[src/rtl/branch_sequencer_pkg.sv]
// ============================================================================
// Module  : branch_sequencer_pkg
// Brief   : Shared encodings and helpers for the branch sequencer.
// Revision: 1.0
// ============================================================================
`default_nettype none

package branch_sequencer_pkg;

  typedef enum logic [1:0] {
    BR_NONE = 2'b00,
    BR_BEQ  = 2'b01,
    BR_BNE  = 2'b10,
    BR_JMP  = 2'b11
  } brOp_t;

  typedef enum logic [1:0] {
    IDLE     = 2'd0,
    EVAL     = 2'd1,
    REDIRECT = 2'd2,
    FLUSH    = 2'd3
  } brState_t;

  localparam logic [15:0] COUNT_MAX = 16'hFFFF;

  // Statistics counters stick at their ceiling instead of wrapping.
  function automatic logic [15:0] satInc(input logic [15:0] value, input logic [15:0] limit);
    return (value >= limit) ? value : value + 16'd1;
  endfunction

endpackage

`default_nettype wire

[src/rtl/branch_sequencer_compare.sv]
// ============================================================================
// Module  : branch_compare
// Brief   : Combinational BEQ/BNE/JMP resolution on the latched operands.
// Revision: 1.0
// ============================================================================
`default_nettype none

module branch_compare
  import branch_sequencer_pkg::*;
#(
  parameter int DATA_W = 16
) (
  input  logic [DATA_W-1:0] a,
  input  logic [DATA_W-1:0] b,
  input  brOp_t             op,
  output logic              eq,
  output logic              taken
);

  assign eq = (a == b);

  always_comb begin
    taken = 1'b0;
    case (op)
      BR_BEQ:  taken = eq;
      BR_BNE:  taken = ~eq;
      BR_JMP:  taken = 1'b1;
      default: taken = 1'b0;
    endcase
  end

endmodule

`default_nettype wire

[src/rtl/branch_sequencer.sv]
// ============================================================================
// Module  : branch_sequencer
// Brief   : One-at-a-time branch evaluation, PC redirect and post-branch flush.
// Revision: 1.0
// ============================================================================
`default_nettype none

module branch_sequencer
  import branch_sequencer_pkg::*;
#(
  parameter int          DATA_W       = 16,
  parameter int          PC_W         = 16,
  parameter int          FLUSH_CYCLES = 2,
  parameter logic [15:0] COUNT_LIMIT  = COUNT_MAX
) (
  input  logic              clk,
  input  logic              rst_n,
  input  logic              br_valid,
  output logic              br_ready,
  input  logic [1:0]        br_op,
  input  logic [DATA_W-1:0] br_a,
  input  logic [DATA_W-1:0] br_b,
  input  logic [PC_W-1:0]   br_pc,
  input  logic [PC_W-1:0]   br_offset,
  output logic              redirect_valid,
  output logic [PC_W-1:0]   redirect_pc,
  output logic              flush,
  output logic              stall,
  output logic [15:0]       branch_count,
  output logic [15:0]       taken_count
);

  localparam int FC_W = (FLUSH_CYCLES < 2) ? 1 : $clog2(FLUSH_CYCLES + 1);

  brState_t          r_state;
  brState_t          w_nextState;
  brOp_t             r_op;
  logic [DATA_W-1:0] r_a;
  logic [DATA_W-1:0] r_b;
  logic [PC_W-1:0]   r_pc;
  logic [PC_W-1:0]   r_offset;
  logic [FC_W-1:0]   r_flushCnt;
  logic [PC_W-1:0]   r_redirectPc;
  logic [15:0]       r_branchCount;
  logic [15:0]       r_takenCount;
  logic              w_eq;
  logic              w_taken;
  logic [PC_W-1:0]   w_target;

  branch_compare #(
    .DATA_W (DATA_W)
  ) u_compare (
    .a     (r_a),
    .b     (r_b),
    .op    (r_op),
    .eq    (w_eq),
    .taken (w_taken)
  );

  // PC arithmetic wraps modulo 2^PC_W; JMP carries an absolute target.
  assign w_target = (r_op == BR_JMP) ? r_offset : (r_pc + PC_W'(1) + r_offset);

  always_comb begin
    w_nextState = r_state;
    case (r_state)
      IDLE:     if (br_valid && (br_op != BR_NONE)) w_nextState = EVAL;
      EVAL:     w_nextState = w_taken ? REDIRECT : IDLE;
      REDIRECT: w_nextState = (FLUSH_CYCLES > 0) ? FLUSH : IDLE;
      FLUSH:    if (r_flushCnt <= FC_W'(1)) w_nextState = IDLE;
      default:  w_nextState = IDLE;
    endcase
  end

  always_ff @(posedge clk or negedge rst_n) begin
    if (!rst_n) begin
      r_state <= IDLE;
    end else begin
      r_state <= w_nextState;
    end
  end

  always_ff @(posedge clk or negedge rst_n) begin
    if (!rst_n) begin
      r_op          <= BR_NONE;
      r_a           <= '0;
      r_b           <= '0;
      r_pc          <= '0;
      r_offset      <= '0;
      r_flushCnt    <= '0;
      r_redirectPc  <= '0;
      r_branchCount <= '0;
      r_takenCount  <= '0;
    end else begin
      case (r_state)
        IDLE: begin
          if (br_valid && (br_op != BR_NONE)) begin
            r_op     <= brOp_t'(br_op);
            r_a      <= br_a;
            r_b      <= br_b;
            r_pc     <= br_pc;
            r_offset <= br_offset;
          end
        end
        EVAL: begin
          r_branchCount <= satInc(r_branchCount, COUNT_LIMIT);
          if (w_taken) r_redirectPc <= w_target;
        end
        REDIRECT: begin
          r_takenCount <= satInc(r_takenCount, COUNT_LIMIT);
          r_flushCnt   <= FC_W'(FLUSH_CYCLES);
        end
        FLUSH: begin
          r_flushCnt <= r_flushCnt - FC_W'(1);
        end
        default: ;
      endcase
    end
  end

  assign br_ready       = (r_state == IDLE);
  assign stall          = (r_state != IDLE);
  assign redirect_valid = (r_state == REDIRECT);
  assign flush          = (r_state == REDIRECT) || (r_state == FLUSH);
  assign redirect_pc    = r_redirectPc;
  assign branch_count   = r_branchCount;
  assign taken_count    = r_takenCount;

endmodule

`default_nettype wire

[config.mk]
export PLATFORM = sky130hd
export DESIGN_NAME = branch_sequencer
export DESIGN_NICKNAME = d
export VERILOG_FILES = /design/src/rtl/branch_sequencer_pkg.sv /design/src/rtl/branch_sequencer_compare.sv /design/src/rtl/branch_sequencer.sv
export SDC_FILE = /design/constraint.sdc
export NUM_CORES = 1
export LEC_CHECK = 0
export ABC_AREA = 1
export ABC_CLOCK_PERIOD_IN_PS = 2700
export CAP_MARGIN = 40
export CORE_MARGIN = 2
export CORE_UTILIZATION = 42
export DETAILED_ROUTE_END_ITERATION = 7
export HOLD_SLACK_MARGIN = 0.12
export PLACE_DENSITY = 0.79
export RECOVER_POWER = 25
export SLEW_MARGIN = 10
export SYNTH_ARGS = -nofsm -noshare
export SYNTH_HDL_FRONTEND = slang
export SYNTH_SLANG_ARGS = --single-unit
[constraint.sdc]
create_clock -name clk -period 2.7 [get_ports clk]
set_input_delay 0.675 -clock clk [delete_from_list [all_inputs] [get_ports clk]]
set_output_delay 0.675 -clock clk [all_outputs]
set_load 0.03 [all_outputs]
==> run summary, run 1 <==
outcome -> completed
CTS buffer count -> 17
Crit path largest cell delay -> 720 ps
routed len/inst -> 12.77 µm
sw frac -> 41.47%
Post-CTS Resized -> 0
Leakage -> 4.010 nW
post-DP HPWL -> 10.36 mm
Final Hold Fails -> 0
Ports -> 121
post-CTS setup buffer count -> 0
hold_buf cts -> 0
CP max FO -> 6
Fmax -> 400.1 MHz
crit path launch type -> flip-flop
post-route ant nets -> 0
Die Wd -> 126.1 µm
Tightest Pin Transition -> 1072 ps
ys async rst share -> 100.0%
internal power -> 5.872 mW
Worst EP required -> 2030 ps
overall routing resource usage -> 18.50%
syn_area_per_cell -> 8.417 µm²
syn nets -> 832
Worst VDD drop -> 635.3 µV
vias per inst -> 4.774
TritonRoute pass-1 iters -> 5
share of the synthesized area in the top cell type -> 47.15%
sequential-to-total area share from yosys stat -> 47.15%
max cap viols -> 0
area grow syn2layout -> 32.25%
critical setup path kind -> reg2out
share of total power in the clock network -> 21.8%
NetSw -> 4.160 mW
Most used DFF post-synth -> dfrtp_1
Chip Height -> 126.1 µm
H-Tree Depth -> 4
CTS tree -> built
Period Utilization, post-route -> 92.56%
initial detailed-routing violation count -> 218
Yosys cell types -> 34
Synth area leaders -> dfrtp_1, nand2_1, mux2_1, inv_1, nor2_1
layout cell share with drive strength beyond 1 -> 7.079%
cells along the critical path -> nor2_2, clkdlybuf4s50_1
minimum clock period after layout -> 2499 ps
most frequent cell after synthesis -> nand2_1
Clock Pin Slew Worst Setup and Hold Paths -> 50 ps
WL final -> 13.72 mm
Worst setup EP type -> primary output
EDFF count, synth -> 0
YS warnings -> 0
NumNets Final -> 965
Core ar. -> 0.01453 mm²
synthesized instance count -> 744
final worst slack -> 200.8 ps
clock tree buffer depth -> 2
pin count of the biggest net entering global routing -> 46
RSZ-0062 raised after global routing -> false
mapped cell area -> 0.006262 mm²
starting density of the core -> 43.09%
combinational share of power -> 48.2%
die area -> 0.01590 mm²
DRC viols -> 0
pins over their slew limit -> 0
DR vias -> 5127
Synth area leader -> dfrtp_1
Num Clock Sinks -> 118
global route overflow -> 0
clock latency on the worst-skew pair -> 410 ps
Tightest Hold Check Type -> in2async
PortBufs -> 120
vias in the first global route -> 5077
Root Buffer -> clkbuf_16
initial antenna violation count -> 0
Seq pwr share -> 29.9%
RePlAce Congestion -> 0.8926
Slew Limit Headroom -> 28.52%
Setup Skew -> 5.285 ps
ant diodes -> 0
Pwr Density -> 1211 mW/mm²
Slowest cell on crit path -> clkdlybuf4s50_1
row count -> 44
most common library cells after synthesis -> nand2_1, dfrtp_1, inv_1, nor2_1, mux2_1
Setup Slack @ Placement -> 334.9 ps
Worst EP arrival -> 1820 ps
first-pass GRT wire length -> 23.67 mm
Final setup viols -> 0
Yosys reg bits -> 118
TNS Setup -> 0 ps
layout by cell type, fill, tap and decap left out, types with 2 or more instances in the layout:
cell and n:
clkinvlp_4 2, a21oi_1 31, mux2_1 44, xnor2_1 12, ha_1 18, nand3_4 2, inv_1 88, or2_2 2
clkbuf_2 2, nor2_1 65, buf_4 6, nand3_1 37, nor3_1 8, clkbuf_8 3, nand3b_1 3, clkbuf_1 3
nand2_1 230, nand2_2 2, o21ai_0 13, dfrtp_1 118, inv_2 5, bufinv_16 2, nor2_2 6, buf_12 2
nor2_4 2, xor2_1 26, clkbuf_16 17, nor3_2 2, clkinv_2 5, nand4_1 6, clkdlybuf4s50_1 119
final cells by class:
cell class	instances	area [µm²]
Fill cell	1289	6252
Sequential cell	118	2953
Tap cell	184	230.2
Clock buffer	23	478.0
Timing Repair Buffer	129	1286
Clock inverter	9	100.1
Inverter	94	352.8
Multi-Input combinational cell	517	2882
cell families after synthesis:
| group | share of synthesized area, % |
|---|---|
| buffers and inverters | 6.953 |
| XOR/XNOR | 5.315 |
| AND/OR/NAND/NOR | 24.92 |
| AO/OA/AOI/OAI | 3.836 |
| multiplexers | 7.912 |
| adder cells (fa/ha/maj) | 3.916 |
| flip-flops | 47.15 |
critical path: cells and delay by family (launching register included):
family	cells	cell delay, ps
AND/OR/NAND/NOR	1	250
flip-flops	1	450
buffers and inverters	1	720
worst paths after layout:
| path | from | endpoint | slack, ps | cells past startpoint |
|---|---|---|---|---|
| hold reg to reg | redirect_pc[12]$_DFFE_PN0P_ | redirect_pc[12]$_DFFE_PN0P_ | 480 | 2 |
| setup reg to reg | r_offset[0]$_DFFE_PN0P_ | redirect_pc[6]$_DFFE_PN0P_ | 600 | 13 |
| max in group asynchronous | rst_n | r_pc[10]$_DFFE_PN0P_ | 690 | 2 |
| setup / recovery | flip-flop | br_ready | 200 | 2 |
| hold / removal | rst_n | r_b[13]$_DFFE_PN0P_ | 410 | 1 |
| min in group clk | redirect_pc[12]$_DFFE_PN0P_ | redirect_pc[12]$_DFFE_PN0P_ | 480 | 2 |
power by group through the flow:
stage | sequential (mW) | clock (mW) | combinational [mW]
after floorplan | 3.26 | 0 | 3.15
after global placement | 3.00 | 0 | 4.72
after detailed placement | 3.03 | 0 | 4.82
after CTS | 3.01 | 2.25 | 4.87
after global routing | 3.11 | 2.33 | 5.51
final | 3.00 | 2.19 | 4.84
per-stage QoR:
| stage | hold slack (ps) | area, µm² | power [mW] | instances | util [%] |
|---|---|---|---|---|---|
| 3_3_place_gp | 464.5 | 7721 | 7.714 | 1042 | 53.13 |
| 6_report | 406.7 | 8282 | 10.03 | 1074 | 56.98 |
| 4_1_cts | 235.5 | 8299 | 10.12 | 1074 | 57.10 |
| 5_1_grt | 489.4 | 8282 | 10.95 | 1074 | 56.98 |
| 3_5_place_dp | 464.7 | 7721 | 7.846 | 1042 | 53.13 |
| 2_1_floorplan | 379.4 | 6262 | 6.414 | 744 | - |
state kept, by name, indices dropped and copies added, names as in the netlist, named ones only:
name	count
r_flushCnt	2
r_pc	16
r_state	1
branch_count	16
r_b	16
r_a	16
taken_count	16
r_op	2
r_offset	16
redirect_pc	16
metal layers:
metal	vias to the layer above	GRT usage [%]	wire (µm)
met5	-	0	0
met4	0	5.688	143
met3	13	6.585	951
met2	129	29.85	6438
met1	2382	23.43	6181
li1	2603	-	-
No activity file was read; power rests on OpenSTA's default activity.
==> run 2: changes to the inputs <==
--- a/config.mk
+++ b/config.mk
@@ -7,5 +7,4 @@
 export LEC_CHECK = 0
 export ABC_AREA = 1
-export ABC_CLOCK_PERIOD_IN_PS = 2700
 export CAP_MARGIN = 40
 export CORE_MARGIN = 2
==> constraint.sdc (replaced) <==
create_clock -name clk -period 2.7 [get_ports clk]
set_input_delay 0.405 -clock clk [delete_from_list [all_inputs] [get_ports clk]]
set_output_delay 0.405 -clock clk [all_outputs]
set_load 0.03 [all_outputs]
==> run 2 against run 1 <==
  * Utilization up 0.35 points
  * Setup slack better by 250 ps
  * Critical path type unchanged
  * Total power up 1.7%
  * Final cell count down 0.19%
  * Sequential share of layout area down 0.22 points
  * Highest routed layer unchanged
  * Final area up 0.62%
==> run summary, run 2 (synthesis results as in run 1) <==
outcome -> completed
sw frac -> 40.68%
Die Wd -> 126.1 µm
area of the multi-input gates -> 0.002882 mm²
internal power -> 6.054 mW
post-route ant nets -> 0
row count -> 44
clock latency on the worst-skew pair -> 420 ps
NumNets Final -> 964
Seq pwr share -> 29.5%
ant diodes -> 0
combinational share of power -> 47.1%
most frequent cells in the layout -> nand2_1, clkdlybuf4s50_1, dfrtp_1, inv_1, nor2_1
Ports -> 121
pin count of the biggest net entering global routing -> 54
CP max FO -> 6
commonest non-fill, non-tap cell in the layout -> nand2_1
CTS buffer count -> 17
TritonRoute pass-1 iters -> 4
H-Tree Depth -> 4
post-DP HPWL -> 10.22 mm
starting density of the core -> 43.09%
Chip Height -> 126.1 µm
share of total power in the clock network -> 23.4%
crit path launch type -> flip-flop
max cap viols -> 0
RSZ-0062 raised after global routing -> false
initial antenna violation count -> 0
post-CTS setup buffer count -> 0
Period Utilization, post-route -> 83.48%
fin area -> 0.008333 mm²
register area -> 0.002953 mm²
routed len/inst -> 12.83 µm
TNS Setup -> 0 ps
area grow syn2layout -> 33.07%
minimum clock period after layout -> 2254 ps
NetSw -> 4.153 mW
Setup Slack @ Placement -> 540.7 ps
Slew Limit Headroom -> 30.15%
first-pass GRT wire length -> 23.81 mm
RePlAce Congestion -> 0.8861
filler instances -> 1278
Post-DP Area -> 0.007706 mm²
Final Hold Fails -> 0
Setup Skew -> 9.445 ps
Fmax -> 443.7 MHz
CTS tree -> built
overall routing resource usage -> 18.55%
Worst VDD drop -> 519.7 µV
DR vias -> 5185
Core ar. -> 0.01453 mm²
Slowest cell on crit path -> clkdlybuf4s50_1
global route overflow -> 0
die area -> 0.01590 mm²
layout cell share with drive strength beyond 1 -> 6.982%
Pwr Density -> 1225 mW/mm²
DRC viols -> 0
WL final -> 13.76 mm
cells along the critical path -> nor2_2, clkdlybuf4s50_1
Num Clock Sinks -> 118
critical setup path kind -> reg2out
Crit path largest cell delay -> 720 ps
hold_ws -> 478.3 ps
Root Buffer -> clkbuf_16
vias in the first global route -> 5132
Worst EP arrival -> 1850 ps
Final setup viols -> 0
Clock Pin Slew Worst Setup and Hold Paths -> 50 ps
final worst slack -> 446.1 ps
vias per inst -> 4.837
Tightest Pin Transition -> 1048 ps
pins over their slew limit -> 0
PortBufs -> 120
Worst setup EP type -> primary output
Worst EP required -> 2300 ps
Final Util -> 57.33%
Leakage -> 4.034 nW
clock tree buffer depth -> 2
initial detailed-routing violation count -> 196
Tightest Hold Check Type -> reg2reg
## run 2: cell types whose count changed in the layout (fill, tap and decap cells not counted), sizes merged
cell,before,now
clkinvlp,2,1
bufinv,2,4
dlygate4sd3,0,1
clkbuf,25,24
buf,8,6
clkinv,6,5
## run 2: critical path: cells and delay by family (launching register included)
kind / cells / cell delay [ps]
buffers and inverters: 1 / 720
AND/OR/NAND/NOR: 1 / 260
flip-flops: 1 / 450
## run 2: power groups by stage
| stage | Clock, mW | Sequential (mW) | Combinational (mW) |
|---|---|---|---|
| after global routing | 2.53 | 3.12 | 5.49 |
| final | 2.39 | 3.01 | 4.80 |
| after floorplan | 0 | 3.26 | 3.15 |
| after detailed placement | 0 | 3.04 | 4.76 |
| after global placement | 0 | 3.01 | 4.67 |
| after CTS | 2.44 | 3.02 | 4.84 |
## run 2: through the flow
| stage | total power [mW] | cells |
|---|---|---|
| after floorplan | 6.414 | 744 |
| after global placement | 7.675 | 1040 |
| after detailed placement | 7.799 | 1040 |
| after CTS | 10.30 | 1072 |
| after global routing | 11.14 | 1072 |
| final | 10.21 | 1072 |
## run 2: final cells by class
cell class              instances  share of cell area [%]
flip-flops and latches        118                   35.44
clock buffers                  22                   5.811
clock inverters                 9                   1.772
inverters                      94                   4.234
repair buffers                128                   15.41
multi-input cells             517                   34.58
well taps                     184                   2.763
## run 2: timing repair
action                    CTS  global route
hold endpoints to repair   41             0
hold buffers                1             0
gates resized for setup     0             0
## run 2: per-layer routing
| layer | vias to the layer above | share of wire (%) | GRT usage (%) |
|---|---|---|---|
| li1 | 2609 | - | - |
| met1 | 2412 | 44 | 23.27 |
| met2 | 141 | 46 | 29.25 |
| met3 | 23 | 7.4 | 6.712 |
| met4 | 0 | 1.9 | 7.434 |
| met5 | - | 0 | 0 |
## run 2: worst paths after layout
path	from	to	slack (ps)	cells after the start
hold reg to reg	redirect_pc[9]$_DFFE_PN0P_	redirect_pc[9]$_DFFE_PN0P_	480	2
hold / removal	redirect_pc[9]$_DFFE_PN0P_	redirect_pc[9]$_DFFE_PN0P_	480	2
max in group asynchronous	rst_n	branch_count[14]$_DFFE_PN0P_	620	3
setup reg to reg	r_pc[0]$_DFFE_PN0P_	redirect_pc[6]$_DFFE_PN0P_	690	13
min in group asynchronous	rst_n	r_b[13]$_DFFE_PN0P_	700	2
setup / recovery	flip-flop	br_ready	450	2
